$ cat src/rtl/rpn_sequencer.sv
// RPN calculator sequencer: turns keypad tokens into push/pop/swap/write/reset strobes
// for the external operand stack. MUL and DIV are iterative and take one bit per cycle.
module rpn_sequencer #(
  parameter int WIDTH = 32,
  parameter int DEPTH = 32
) (
  input  logic             clock,
  input  logic             reset,
  input  logic             key_valid,
  input  logic [4:0]       key_code,
  output logic             ready,
  input  logic [WIDTH-1:0] top,
  input  logic [WIDTH-1:0] next,
  input  logic [5:0]       count,
  output logic             stack_push,
  output logic             stack_pop,
  output logic             stack_swap,
  output logic             stack_write,
  output logic             stack_reset,
  output logic [WIDTH-1:0] value,
  output logic [1:0]       status,
  output logic             entry
);

  // state    | meaning
  // IDLE     | ready, waiting for a key
  // ISSUE    | single strobe cycle (or the push of a new digit)
  // PUSHWR   | write of the digit just pushed
  // MULRUN   | shift-add multiply, one bit per cycle
  // DIVRUN   | restoring divide of magnitudes, one bit per cycle
  // DIVFIX   | apply quotient sign
  // WB       | pop+write of the MUL/DIV result
  typedef enum logic [2:0] {
    S_IDLE, S_ISSUE, S_PUSHWR, S_MULRUN, S_DIVRUN, S_DIVFIX, S_WB
  } state_t;

  localparam int            CW       = $clog2(WIDTH);
  localparam logic [CW-1:0] CNT_INIT = CW'(WIDTH - 1);
  localparam logic [5:0]    DEPTH_C  = 6'(DEPTH);

  localparam logic [4:0] K_ENTER = 5'd10;
  localparam logic [4:0] K_ADD   = 5'd11;
  localparam logic [4:0] K_SUB   = 5'd12;
  localparam logic [4:0] K_MUL   = 5'd13;
  localparam logic [4:0] K_DIV   = 5'd14;
  localparam logic [4:0] K_SWAP  = 5'd15;
  localparam logic [4:0] K_DROP  = 5'd16;
  localparam logic [4:0] K_NEG   = 5'd17;
  localparam logic [4:0] K_CLEAR = 5'd18;

  localparam logic [1:0] ST_OK  = 2'd0;
  localparam logic [1:0] ST_UNF = 2'd1;
  localparam logic [1:0] ST_OVF = 2'd2;
  localparam logic [1:0] ST_DZ  = 2'd3;

  state_t           state_q, state_d;
  logic             push_q, push_d, pop_q, pop_d, swap_q, swap_d;
  logic             wr_q, wr_d, rst_q, rst_d;
  logic [WIDTH-1:0] value_q, value_d;
  logic [1:0]       status_q, status_d;
  logic             entry_q, entry_d;
  logic             pend_q, pend_d;
  logic [3:0]       dig_q, dig_d;
  logic [CW-1:0]    cnt_q, cnt_d;
  logic [WIDTH-1:0] acc_q, acc_d;
  logic [WIDTH-1:0] opa_q, opa_d;
  logic [WIDTH-1:0] opb_q, opb_d;
  logic             neg_q, neg_d;

  logic             two_ok;
  logic [WIDTH-1:0] mag_top, mag_next, mul_sum;
  logic [WIDTH:0]   rem_sh, rem_diff;
  logic             q_bit;

  assign two_ok   = (count >= 6'd2);
  assign mag_top  = top[WIDTH-1]  ? ('0 - top)  : top;
  assign mag_next = next[WIDTH-1] ? ('0 - next) : next;
  assign mul_sum  = acc_q + (opb_q[0] ? opa_q : '0);
  // Remainder stays below the divisor, so one extra bit is enough for the trial subtract.
  assign rem_sh   = {acc_q, opa_q[WIDTH-1]};
  assign rem_diff = rem_sh - {1'b0, opb_q};
  assign q_bit    = ~rem_diff[WIDTH];

  always_comb begin
    state_d  = state_q;
    push_d   = 1'b0;
    pop_d    = 1'b0;
    swap_d   = 1'b0;
    wr_d     = 1'b0;
    rst_d    = 1'b0;
    value_d  = '0;
    status_d = status_q;
    entry_d  = entry_q;
    pend_d   = pend_q;
    dig_d    = dig_q;
    cnt_d    = cnt_q;
    acc_d    = acc_q;
    opa_d    = opa_q;
    opb_d    = opb_q;
    neg_d    = neg_q;
    case (state_q)
      S_IDLE: begin
        if (key_valid) begin
          status_d = ST_OK;
          entry_d  = 1'b0;
          pend_d   = 1'b0;
          if (key_code <= 5'd9) begin
            if (entry_q) begin
              entry_d = 1'b1;
              wr_d    = 1'b1;
              value_d = top * WIDTH'(10) + WIDTH'(key_code[3:0]);
              state_d = S_ISSUE;
            end else if (count == DEPTH_C) begin
              status_d = ST_OVF;
            end else begin
              entry_d = 1'b1;
              push_d  = 1'b1;
              pend_d  = 1'b1;
              dig_d   = key_code[3:0];
              state_d = S_ISSUE;
            end
          end else begin
            case (key_code)
              K_ENTER: ;
              K_ADD, K_SUB: begin
                if (!two_ok) status_d = ST_UNF;
                else begin
                  pop_d   = 1'b1;
                  wr_d    = 1'b1;
                  value_d = (key_code == K_ADD) ? (next + top) : (next - top);
                  state_d = S_ISSUE;
                end
              end
              K_MUL: begin
                if (!two_ok) status_d = ST_UNF;
                else begin
                  acc_d   = '0;
                  opa_d   = next;
                  opb_d   = top;
                  cnt_d   = CNT_INIT;
                  state_d = S_MULRUN;
                end
              end
              K_DIV: begin
                if (!two_ok) status_d = ST_UNF;
                else if (top == '0) begin
                  status_d = ST_DZ;
                  pop_d    = 1'b1;
                  wr_d     = 1'b1;
                  state_d  = S_WB;
                end else begin
                  acc_d   = '0;
                  opa_d   = mag_next;
                  opb_d   = mag_top;
                  neg_d   = next[WIDTH-1] ^ top[WIDTH-1];
                  cnt_d   = CNT_INIT;
                  state_d = S_DIVRUN;
                end
              end
              K_SWAP: begin
                if (!two_ok) status_d = ST_UNF;
                else begin
                  swap_d  = 1'b1;
                  state_d = S_ISSUE;
                end
              end
              K_DROP: begin
                // The bottom element is never removed; it is zeroed instead.
                if (two_ok) pop_d = 1'b1;
                else        wr_d  = 1'b1;
                state_d = S_ISSUE;
              end
              K_NEG: begin
                wr_d    = 1'b1;
                value_d = '0 - top;
                state_d = S_ISSUE;
              end
              K_CLEAR: begin
                rst_d   = 1'b1;
                state_d = S_ISSUE;
              end
              default: ;
            endcase
          end
        end
      end
      S_ISSUE: begin
        if (pend_q) begin
          wr_d    = 1'b1;
          value_d = WIDTH'(dig_q);
          state_d = S_PUSHWR;
        end else begin
          state_d = S_IDLE;
        end
      end
      S_PUSHWR: state_d = S_IDLE;
      S_MULRUN: begin
        acc_d = mul_sum;
        opa_d = opa_q << 1;
        opb_d = opb_q >> 1;
        cnt_d = cnt_q - 1'b1;
        if (cnt_q == '0) begin
          pop_d   = 1'b1;
          wr_d    = 1'b1;
          value_d = mul_sum;
          state_d = S_WB;
        end
      end
      S_DIVRUN: begin
        // opa shifts the dividend out and the quotient in.
        acc_d = q_bit ? rem_diff[WIDTH-1:0] : rem_sh[WIDTH-1:0];
        opa_d = {opa_q[WIDTH-2:0], q_bit};
        cnt_d = cnt_q - 1'b1;
        if (cnt_q == '0) state_d = S_DIVFIX;
      end
      S_DIVFIX: begin
        pop_d   = 1'b1;
        wr_d    = 1'b1;
        value_d = neg_q ? ('0 - opa_q) : opa_q;
        state_d = S_WB;
      end
      S_WB:    state_d = S_IDLE;
      default: state_d = S_IDLE;
    endcase
  end

  always_ff @(posedge clock) begin
    if (reset) begin
      state_q  <= S_IDLE;
      push_q   <= 1'b0;
      pop_q    <= 1'b0;
      swap_q   <= 1'b0;
      wr_q     <= 1'b0;
      rst_q    <= 1'b0;
      value_q  <= '0;
      status_q <= ST_OK;
      entry_q  <= 1'b0;
      pend_q   <= 1'b0;
      dig_q    <= '0;
      cnt_q    <= '0;
      acc_q    <= '0;
      opa_q    <= '0;
      opb_q    <= '0;
      neg_q    <= 1'b0;
    end else begin
      state_q  <= state_d;
      push_q   <= push_d;
      pop_q    <= pop_d;
      swap_q   <= swap_d;
      wr_q     <= wr_d;
      rst_q    <= rst_d;
      value_q  <= value_d;
      status_q <= status_d;
      entry_q  <= entry_d;
      pend_q   <= pend_d;
      dig_q    <= dig_d;
      cnt_q    <= cnt_d;
      acc_q    <= acc_d;
      opa_q    <= opa_d;
      opb_q    <= opb_d;
      neg_q    <= neg_d;
    end
  end

  assign ready       = (state_q == S_IDLE);
  assign stack_push  = push_q;
  assign stack_pop   = pop_q;
  assign stack_swap  = swap_q;
  assign stack_write = wr_q;
  assign stack_reset = rst_q;
  assign value       = value_q;
  assign status      = status_q;
  assign entry       = entry_q;

endmodule

$ cat config.mk
export PLATFORM = sky130hd
export DESIGN_NAME = rpn_sequencer
export DESIGN_NICKNAME = d
export VERILOG_FILES = /design/src/rtl/rpn_sequencer.sv
export SDC_FILE = /design/constraint.sdc
export NUM_CORES = 1
export LEC_CHECK = 0
export BUFFER_PORTS_ARGS = -buffer_cell sky130_fd_sc_hd__buf_2
export CORE_ASPECT_RATIO = 0.6
export CORE_UTILIZATION = 43
export CTS_CLUSTER_SIZE = 16
export DETAILED_ROUTE_END_ITERATION = 10
export PLACE_DENSITY = 0.67
export SYNTH_ARGS = -nofsm -noshare
export SYNTH_HDL_FRONTEND = slang
export SYNTH_SLANG_ARGS = --single-unit
$ cat constraint.sdc
create_clock -name clock -period 11.15 [get_ports clock]
set_clock_uncertainty 0.1 [all_clocks]
set_input_delay 1.6725 -clock clock [delete_from_list [all_inputs] [get_ports clock]]
set_output_delay 1.6725 -clock clock [all_outputs]
set_load 0.005 [all_outputs]
# Word-level counts from Yosys, hierarchy flattened

Cells that the tools add are included.

Bits in read-only memories: 0
Bits in latches: 0
Memories: 0
RAM bits: 0
Register bits after elaboration: 150

Multiplexer cells: 83
Bitwise logic cells: 9
Reductions and logical operators: 22
$add $sub $neg: 9
Shift operators: 0
$lt $le $gt $ge: 2
Multipliers: 1
Eq/ne operators: 26
Div/mod/pow operators: 0

Operator list:

| kind                  | count |
|---|---|
| $mux 32               | 26 |
| $pmux 32 s2           | 5 |
| $pmux 32 s3           | 2 |
| $pmux 32 s4           | 1 |
| $sub 1x32->32 const A | 3 |
| $add 32x32->32        | 2 |
| $sub 33x32->33        | 1 |
| $add 32x4->32         | 1 |
| $logic_not 32->1      | 1 |
| $mul 32x3->31 const B | 1 |
| $sub 32x32->32        | 1 |
| $mux 3                | 9 |
| $eq 5x4->1 const B    | 5 |
| $mux 5                | 5 |
| $reduce_and 7->1      | 3 |
| $pmux 5 s2            | 2 |
| $mux 1                | 18 |
| $eq 5x5->1 const B    | 3 |
| $pmux 3 s5            | 1 |
| $mux 2                | 7 |
| $ne 4x4->1 const B    | 3 |
| $pmux 3 s4            | 1 |
| $reduce_or 3->1       | 4 |
| $ne 3x3->1 const B    | 3 |
| other kinds (29)      | 44 |

# Logic depth before layout (Yosys ltp)

Word-level depth: 8
Mapped depth: 21

# Worst setup path after synthesis

Ideal clock, no wire load.

Kind: input -> register
Start point: input top[5]
End point: register value_q[30] (netlist: value[30])
Library setup time: 135 ps
Stages on the path: 20
Required time: 10915 ps
Arrival time: 6083 ps
Path buffers: 2
Path slack: 4832 ps
Path through: buf_2 or3_4 or4b_1 buf_2 or4_4 nor4_4 nor3b_4 nor3b_4 nor2_1 xor2_1 ha_1 and3_1 nand3_1 a21o_1 a41oi_1 o221ai_1 o21ai_0 xor2_1 a221oi_1 o22ai_1

Cells in the longest elaborated chain, start to end: 7

RTL lines:

| element                                               | RTL line | RTL |
|---|---|---|
| from (decl)                                           | 12       | `input logic [WIDTH-1:0] top,` |
| branches (longest 4 deep; another with $mul 32x3->31) | --       |  |
| $mux 32 *                                             | 107      | `if (key_code <= 5'd9) begin` |
| $mux 32 *                                             | 103      | `if (key_valid) begin` |
| $pmux 32 s4 *                                         | 101      | `case (state_q)` |
| to (signal assigned)                                  | 252      | `value_q <= value_d;` |
| to (decl)                                             | 59       | `logic [WIDTH-1:0] value_q, value_d;` |

Every way passes the cells marked *.
A chain may end at the register's enable or synchronous reset.

# Final worst setup path

Start point: input top[1]
End point: register value_q[29] (netlist: value[29])

The elaborated chain is that of the path after synthesis.

==> run metrics <==
run status complete, no violations; DR WL met3 approximately 5.6 mm; vias per cell approximately 6.2; number of flops mapped to enable cells by yosys 0; Setup CP Type primary input to flop; Worst Tran Pin Value about 1.2 ns; maximum root-to-sink buffer count 2; mapped cell area between 15,000 and 20,000 um2; number of detailed-route iterations in the first pass 8; # hold bufs at CTS 0; Starting Density ~44%; Num CTS Buffers 17; Max-slew headroom roughly 19%; global-route wire length before repair approximately 95 mm; Setup Viol. Count Final 0; highest clock rate ~0.15 GHz; largest net degree at the start of global routing 95; grt total ovfl 0; Synth area leaders dfxtp_1 17%, ha_1 12%, xnor2_1 7.3%; initial DRC count between 2,000 and 2,500; Ys Warns 0; Required @ worst endpoint around 11 ns; row count between 50 and 60; Area Overhead vs Synth 9.02%; final hold slack 0.368 ns; count of cell types in the netlist 86; vias in the first global route approximately 16,000; setup ws final 4.26 ns; Switching Share between 40% and 50%; total number of vias ~18,000; clock sink total 150; CTS resizes 0; Pwr Density 134 nW/um2; count leader, synth nor2_1; syn_area_per_cell 7.47 um2; Max Used Layer met4; most common library cells after synthesis 255 x nor2_1, 235 x nand2_1, 165 x ha_1; crit path DAT 7.14 ns; crit path max fanout 7; hold crit path type flop to flop; Sw Pwr between 1 and 1.5 mW; dominant synthesized flop cell dfxtp_1; Synth area leader dfxtp_1; Critical Path Start Type primary input; Syn Inst Count around 2,300; Crit. End Element flop; #FFs+latches synth 150; FFs w/ async S/R, synth 0%; Max-Cap Viols 0; fin area 18,700 um2; cell internal pwr approximately 1.4 mW; Routed wire per std cell 21.8 um; Final Hold Fails 0; Cell Count Post-Placement 2,820; Routed met2 length roughly 26 mm; Reg power frac between 20 and 30%; Clk pwr share approximately 25%; Post-CTS Setup Inserts 0; DIE AREA a little over 40,000 um2; die width approximately 260 um; Post-DP HPWL 48.7 mm; power share of the combinational group between 40% and 50%; # port buffers approximately 120; dpl ws between 4 and 5 ns; top-area cell type share of the netlist area between 10% and 20%; final worst-path cycle share between 60 and 70%; total core area slightly below 40,000 um2; DIE HEIGHT about 160 um; GRT Util Overall between 30% and 40%; Remaining DRCs 0; Seq/Total Area, Yosys 17.5%; DP Area roughly 18,000 um2; CTS tree yes; share of cells above drive strength 1 10.3%; clk_lat worst skew between 0.4 and 0.5 ns; power consumption roughly 2.5 mW; Tmin final 6.89 ns; Lkg Pwr 7.71 nW; I/O pins between 100 and 150; max-slew violation count 0; post-detailed-route count of antenna-violating nets 0; syn_nets between 2,000 and 3,000; clk root buf clkbuf_16; Max VDD drop between 200 and 300 uV; Core Util, Final 47.8%; RSZ-0062 raised after global routing no; setup TNS 0 ns; antenna violations before repair 3; clock-pin slew on the worst setup and hold paths approximately 0.060 ns; nets 2,566; routability cong. approximately 1; Post-Route WL a little over 60 mm; Non-Filler Instances between 2,000 and 3,000; M1 WL 29.7 mm; total number of H-tree levels 4
layout make-up:
type / count / area [um2]
Inverter: 69 / 259
Antenna cell: 2 / 5.00
Fill cell: 3969 / 20500
Clock inverter: 12 / 140
Tap cell: 522 / 653
Sequential cell: 150 / 3000
Clock buffer: 20 / 467
Multi-Input combinational cell: 1939 / 13400
Timing Repair Buffer: 141 / 763
cells by family after synthesis:
group | Yosys count | share of synthesized area, %
adders and majority gates | 170 | 12.6
muxes | 38 | 2.39
AOI/OAI and AO/OA | 673 | 26.8
DFF | 150 | 17.5
xor gates and xnor gates | 278 | 14.2
and+or+nand+nor | 780 | 21.8
buffers and inverters | 208 | 4.66
final timing paths:
check                                      startpoint                     to  slack (ns)  cells past startpoint
worst max-delay path                           top[1]   value[29]$_SDFF_PP0_        4.26                     18
worst min-delay path            opb_q[8]$_SDFFE_PP0P_  opb_q[7]$_SDFFE_PP0P_        0.37                      2
worst max register to register  opb_q[0]$_SDFFE_PP0P_  acc_q[6]$_SDFFE_PP0P_        5.60                     16
worst min register to register  opb_q[8]$_SDFFE_PP0P_  opb_q[7]$_SDFFE_PP0P_        0.37                      2
layer usage:
metal / track usage [%] / up-vias
li1: - / 8490
met1: 44.7 / 8462
met3: 5.17 / 71
met4: 7.06 / 0
met2: 44.6 / 775
met5: 0 / -
power by group through the flow:
stage          Combinational, mW  Sequential (mW)  Clock [mW]
2_1_floorplan              0.903            0.625           0
3_3_place_gp                1.20            0.646           0
3_5_place_dp                1.21            0.647           0
4_1_cts                     1.22            0.636       0.624
5_1_grt                     1.35            0.645       0.648
6_report                    1.25            0.638       0.624
critical path: stages:
cell and delay (ns):
buf_2 0.15, inv_1 0.10, ha_1 0.25, or3b_2 0.52, or2_2 0.35, nor3_2 0.63, nor3b_1 0.47, nor2_1 0.10
xor2_1 0.16, ha_1 0.37, a211o_1 0.32, o32ai_1 0.50, o21ai_0 0.35, and2_1 0.30, a221oi_1 0.32, xnor2_1 0.16
a221oi_1 0.09, o32ai_1 0.34
flip-flops by register name, indices dropped and copies added, names as in the netlist, 2 cells and up:
signal   flops
acc_q       32
cnt_q        5
dig_q        4
opa_q       32
opb_q       32
state_q      3
status       2
value       32
layout by cell type, fill, tap and decap left out, types with 17 or more instances in the layout:
cell,synthesis,layout
nand2b_1,21,21
a211oi_1,21,21
mux2_2,24,24
nand2_1,235,235
or3_1,18,18
o211ai_1,44,44
o31ai_1,22,22
a21oi_1,163,162
o21bai_1,18,17
or4_1,17,17
nand4_1,19,19
o21ai_0,90,89
o22ai_1,37,37
inv_1,69,69
buf_2,10,117
buf_4,0,23
a2111oi_0,32,31
ha_1,165,165
xnor2_1,143,143
and2_1,46,46
dfxtp_1,150,150
nor3_1,41,39
a222oi_1,37,37
a31oi_1,27,27
xor2_1,135,134
a21o_1,67,67
nor2_1,255,252
clkbuf_16,0,17
nand3_1,41,41
Note: power is estimated with default switching activity, not from simulation.
